--- src/rtl/conv_pix_src.sv ---
// Frame pixel source: reads one IMG_W x IMG_H frame in raster order and streams it with sof/eol/eof markers.
// Optional test-pattern mode via CONV_PIX_SRC_TEST_PATTERN_EN (adds tp_sel, pixel = {row[7:0], col[7:0]}).
module conv_pix_src #(
    parameter int unsigned IMG_W  = 640,
    parameter int unsigned IMG_H  = 480,
    parameter int unsigned ADDR_W = 19,
    parameter int unsigned HBLANK = 4
) (
    input  logic              clk,
    input  logic              rst_n,
    input  logic              start,
    input  logic [ADDR_W-1:0] base_addr,
`ifdef CONV_PIX_SRC_TEST_PATTERN_EN
    input  logic              tp_sel,
`endif
    output logic              mem_rd_en,
    output logic [ADDR_W-1:0] mem_addr,
    input  logic [15:0]       mem_rdata,
    output logic [15:0]       pix_data,
    output logic              pix_en,
    input  logic              pix_ready,
    output logic              pix_sof,
    output logic              pix_eol,
    output logic              pix_eof,
    output logic              busy,
    output logic              done
);

    localparam int unsigned COL_W = (IMG_W > 1) ? $clog2(IMG_W) : 1;
    localparam int unsigned ROW_W = (IMG_H > 1) ? $clog2(IMG_H) : 1;
    localparam int unsigned HB_W  = (HBLANK > 1) ? $clog2(HBLANK) : 1;

    typedef enum logic [1:0] {IDLE, LINE, BLANK, DRAIN} state_t;

    typedef struct packed {
        logic [15:0] data;
        logic        sof;
        logic        eol;
        logic        eof;
    } pix_t;

    state_t            state_q, state_d;
    logic [COL_W-1:0]  col_q, col_d;
    logic [ROW_W-1:0]  row_q, row_d;
    logic [HB_W-1:0]   hb_q, hb_d;
    logic              start_acc;

    logic              inf_v;
    pix_t              inf_q;
    logic              head_v, tail_v;
    pix_t              head_q, tail_q;
    pix_t              cur_ent, push_ent;

    logic              pop, room, issue;
    logic [2:0]        occ;
    logic              tp_q;

`ifdef CONV_PIX_SRC_TEST_PATTERN_EN
    // Pattern select is frozen for the whole frame.
    always_ff @(posedge clk or negedge rst_n) begin
        if (!rst_n)         tp_q <= 1'b0;
        else if (start_acc) tp_q <= tp_sel;
    end
`else
    assign tp_q = 1'b0;
`endif

    assign pix_en   = head_v;
    assign pix_data = head_q.data;
    assign pix_sof  = head_q.sof;
    assign pix_eol  = head_q.eol;
    assign pix_eof  = head_q.eof;

    // Issue only when the buffer can absorb everything already requested plus this read.
    always_comb begin
        pop       = head_v & pix_ready;
        occ       = 3'(head_v) + 3'(tail_v) + 3'(inf_v);
        room      = pop ? (occ < 3'd3) : (occ < 3'd2);
        issue     = (state_q == LINE) && room;
        mem_rd_en = issue & ~tp_q;
        done      = (state_q == DRAIN) && pop && head_q.eof;

        cur_ent.data = {8'(row_q), 8'(col_q)};
        cur_ent.sof  = (row_q == '0) && (col_q == '0);
        cur_ent.eol  = (col_q == COL_W'(IMG_W - 1));
        cur_ent.eof  = (col_q == COL_W'(IMG_W - 1)) && (row_q == ROW_W'(IMG_H - 1));

        push_ent = inf_q;
        if (!tp_q) push_ent.data = mem_rdata;
    end

    // Next-state: raster walk with per-line blanking and a final drain.
    always_comb begin
        state_d   = state_q;
        col_d     = col_q;
        row_d     = row_q;
        hb_d      = hb_q;
        start_acc = 1'b0;
        unique case (state_q)
            IDLE: begin
                if (start) begin
                    start_acc = 1'b1;
                    state_d   = LINE;
                    col_d     = '0;
                    row_d     = '0;
                end
            end
            LINE: begin
                if (issue) begin
                    if (col_q == COL_W'(IMG_W - 1)) begin
                        col_d = '0;
                        if (row_q == ROW_W'(IMG_H - 1)) begin
                            state_d = DRAIN;
                        end else begin
                            row_d   = row_q + ROW_W'(1);
                            hb_d    = '0;
                            state_d = (HBLANK == 0) ? LINE : BLANK;
                        end
                    end else begin
                        col_d = col_q + COL_W'(1);
                    end
                end
            end
            BLANK: begin
                hb_d = hb_q + HB_W'(1);
                if (hb_q == HB_W'(HBLANK - 1)) state_d = LINE;
            end
            DRAIN: begin
                if (pop && head_q.eof) state_d = IDLE;
            end
            default: state_d = IDLE;
        endcase
    end

    always_ff @(posedge clk or negedge rst_n) begin
        if (!rst_n) begin
            state_q  <= IDLE;
            col_q    <= '0;
            row_q    <= '0;
            hb_q     <= '0;
            mem_addr <= '0;
            busy     <= 1'b0;
        end else begin
            state_q <= state_d;
            col_q   <= col_d;
            row_q   <= row_d;
            hb_q    <= hb_d;
            if (start_acc)  mem_addr <= base_addr;
            else if (issue) mem_addr <= mem_addr + ADDR_W'(1);
            if (start_acc)  busy <= 1'b1;
            else if (done)  busy <= 1'b0;
        end
    end

    // One-deep read pipeline followed by a head/tail two-entry buffer.
    always_ff @(posedge clk or negedge rst_n) begin
        if (!rst_n) begin
            inf_v  <= 1'b0;
            inf_q  <= '0;
            head_v <= 1'b0;
            head_q <= '0;
            tail_v <= 1'b0;
            tail_q <= '0;
        end else begin
            inf_v <= issue;
            if (issue) inf_q <= cur_ent;
            if (pop) begin
                if (tail_v) begin
                    head_q <= tail_q;
                    tail_v <= inf_v;
                    if (inf_v) tail_q <= push_ent;
                end else begin
                    head_v <= inf_v;
                    if (inf_v) head_q <= push_ent;
                end
            end else if (inf_v) begin
                if (!head_v) begin
                    head_v <= 1'b1;
                    head_q <= push_ent;
                end else begin
                    tail_v <= 1'b1;
                    tail_q <= push_ent;
                end
            end
        end
    end

endmodule

--- config.mk ---
export PLATFORM = sky130hd
export DESIGN_NAME = conv_pix_src
export DESIGN_NICKNAME = d
export VERILOG_FILES = /design/src/rtl/conv_pix_src.sv
export SDC_FILE = /design/constraint.sdc
export NUM_CORES = 1
export LEC_CHECK = 0
export ABC_CLOCK_PERIOD_IN_PS = 4059
export CAP_MARGIN = 20
export CORE_MARGIN = 10
export CORE_UTILIZATION = 57
export DETAILED_ROUTE_END_ITERATION = 10
export GPL_ROUTABILITY_DRIVEN = 1
export PLACE_DENSITY = 0.86
export SKIP_CTS_REPAIR_TIMING = 1
export SYNTH_ARGS = -nofsm -noshare
export SYNTH_HDL_FRONTEND = slang
export SYNTH_SLANG_ARGS = --single-unit
--- constraint.sdc ---
create_clock -name clk -period 4.06 [get_ports clk]
set_input_delay 1.218 -clock clk [delete_from_list [all_inputs] [get_ports clk]]
set_output_delay 1.218 -clock clk [all_outputs]
set_load 0.01 [all_outputs]
==> results.json <==
{
  "outcome": "finished, final reports clean",
  "die_h_um": 108.8,
  "vias_in_the_first_global_route": 3847,
  "ys_warn_count": 0,
  "cp_common_cell": "clkdlybuf4s50_1",
  "hold_path.startpoint": "pix_data[6]$_DFFE_PN0P_",
  "yosys.cell_count.top_type": "dfrtp_1",
  "post_detailed_placement_half_perimeter_wirelength_um": 7645,
  "grt_antenna_before_repair": 0,
  "std_cell_rows": 32,
  "reg2reg_to": "mem_addr[18]$_DFFE_PN0P_",
  "via_density_per_instance": 5.937,
  "critical_path_arrival_ns": 2.77,
  "worst-path-max-fanout": 3,
  "yosysSeqAreaShare_pct": 48.43,
  "setup-violations-final": 0,
  "synthesized_instance_count": 445,
  "cts.sinks": 87,
  "initial_utilization_pct": 58.48,
  "num_io_pins": 81,
  "timing.reg2reg.worst_path_depth": 7,
  "area_delta_synth_final_pct": 24.71,
  "cts_inserted_buffers": 9,
  "power-per-cell-area_nw_per_um2": 590.4,
  "drc_errors": 0,
  "finalMaxSlewViolations": 0,
  "yosys.area.top_type_share_pct": 48.43,
  "tightestPinTransition_ns": 0.8118,
  "post-route-min-period_ns": 3.993,
  "worst_setup_path_start_kind": "input port",
  "synth-seq-cells": 87,
  "detail_route.first_pass.iterations": 5,
  "synth.net_count": 491,
  "drtIter0Drc": 313,
  "synth_edf_count": 0,
  "final_worst_path_cycle_share_pct": 98.35,
  "relative_slew_slack_pct": 45.88,
  "crit_path_max_delay_cell_type": "clkdlybuf4s50_1",
  "design.core.area_um2": 7687,
  "finish.instance_area_um2": 5607,
  "crit_chain": "clkdlybuf4s50_1 -> and3_2 -> nand2_1 -> nor2_1 -> clkdlybuf4s50_1",
  "drv.max_cap_violation_count": 0,
  "min_path_type": "reg -> reg",
  "synth.avg_cell_area_um2": 10.10,
  "power.static_leakage_uw": 0.002538,
  "finalHoldViolations": 0,
  "root_buffer": "clkbuf_8",
  "globalRouteTotalUtil_pct": 18.20,
  "synthTopCellsByArea": "dfrtp_1 48%, mux2_2 5.0%, mux2i_1 4.7%, nand2_1 4.6%, o21ai_0 4.3%",
  "reg2reg_from": "pix_en$_DFFE_PN0P_",
  "wire_length_per_cell_um": 16.98,
  "critPathMaxStageDelay_ns": 0.59,
  "grt.overflow.total": 0,
  "path_class": "in -> out",
  "worst_ir_drop_vdd_mv": 0.3681,
  "yosys_most_used_dff": "dfrtp_1",
  "ys_top_cells_by_count": "87 x dfrtp_1, 55 x nand2_1, 39 x o21ai_0",
  "cts-root-to-sink-buffers": 2,
  "mappedNetlistArea_um2": 4496,
  "final.setup.tns_ns": 0,
  "kind_of_end_point_of_the_critical_path": "output port",
  "antenna_violating_nets_post_route": 0,
  "grt_first_pass_wirelength_um": 17810,
  "grt_max_degree": 88,
  "clock_tree.htree_level_count": 3,
  "drt_wl_total_um": 10750,
  "worst_setup_hold_path_clk_slew_ns": 0.08,
  "placedInstanceArea_um2": 5386,
  "worst_setup_skew_after_layout_ns": 0.01031,
  "gp_congestion": 0.8931,
  "ys_async_sr_fraction_pct": 100.0,
  "unrepaired_setup_endpoints_after_global_routing": "no",
  "drive_gt1_share_pct": 11.86,
  "floorplan.die_area_um2": 11840,
  "total_number_of_vias": 3758,
  "cts_tree": "built",
  "fmax_ghz": 0.2504,
  "clk-insertion-delay-late_ns": 0.36,
  "antenna-diode-count": 0,
  "synth.largest_area_cell": "dfrtp_1",
  "buffer_ports.inserted": 80,
  "hold_end": "pix_data[6]$_DFFE_PN0P_",
  "timing.critical_path.required_ns": 2.84,
  "reg2reg_slack_ns": 1.50,
  "min_delay_path_depth": 2,
  "die_w_um": 108.8,
  "synth.distinct_cells": 63,
  "final_nets": 572
}
==> stage by stage <==
step | worst slack (ns) | std cells | power, uW | hold slack (ns) | utilization (%)
finish | 0.06718 | 633 | 3310 | 0.4837 | 72.93
global route | 0.04304 | 633 | 3541 | 0.5195 | 72.93
CTS | 0.07169 | 632 | 3332 | 0.4892 | 72.57
detailed placement | 0.09020 | 616 | 2751 | 0.4699 | 70.07
global placement | 0.1198 | 616 | 2695 | 0.4598 | 70.07
floorplan | 1.014 | 445 | 2166 | 0.4566 | -
==> how the worst max path moves through the flow <==
stage,startpoint,to,slack (ns),cells past startpoint
2_1_floorplan,pix_ready,mem_rd_en,1.01,4
3_3_place_gp,pix_ready,done,0.12,5
3_5_place_dp,pix_ready,done,0.09,5
4_1_cts,pix_ready,done,0.07,5
5_1_grt,pix_ready,done,0.04,5
6_report,pix_ready,done,0.07,5
==> final cells by class <==
| cell class | count | area [um^2] |
|---|---|---|
| sequential | 87 | 2177 |
| multi-input combinational | 319 | 2148 |
| fill | 587 | 2081 |
| timing repair buffer | 89 | 885.9 |
| clock buffer | 11 | 151.4 |
| tap | 102 | 127.6 |
| inverter | 20 | 75.07 |
| clock inverter | 5 | 41.29 |
==> worst max-delay path: cells and delay by family <==
kind	cells	cell delay (ns)
and+or+nand+nor	3	0.46
buffers and inverters	2	1.10
==> logic make-up after synthesis <==
kind of cell / count (synthesis) / share of synthesized area [%]
DFF: 87 / 48.43
adders and majority gates: 7 / 2.115
muxes: 41 / 9.686
buffers and inverters: 39 / 3.897
and+or+nand+nor: 163 / 19.48
AOI/OAI and AO/OA: 94 / 13.67
xor gates and xnor gates: 14 / 2.728
==> registers in the layout, indices dropped and copies added (netlist names) <==
register / flops
mem_addr: 19
tail_q: 19
pix_data: 16
col_q: 10
row_q: 9
inf_q: 3
hb_q: 2
state_q: 2
busy: 1
inf_v: 1
pix_en: 1
pix_eof: 1
pix_eol: 1
pix_sof: 1
tail_v: 1
==> layout by cell type (no fill, tap or decap), types with 8 or more instances in the layout <==
cell,netlist,routed
mux2_2,20,20
nand3_1,19,19
nor3_1,13,13
clkdlybuf4s50_1,0,79
dfrtp_1,87,87
buf_4,1,9
o21ai_0,39,39
nand4_1,11,11
xnor2_1,11,11
a21oi_1,8,8
and3_1,11,11
inv_1,19,19
nor2_1,18,18
nand2_1,55,55
clkbuf_8,0,11
mux2i_1,21,21
==> power by group <==
group          switching (uW)  internal [uW]
Combinational             705            693
Sequential                207           1130
Clock                     319            260
==> routing by layer <==
metal | share of wire [%] | global-route usage (%)
met1 | 43 | 23.07
met2 | 48 | 30.04
met3 | 8.2 | 5.074
met4 | 0.57 | 4.802
met5 | 0 | 0
(Power assumes the default switching activity.)
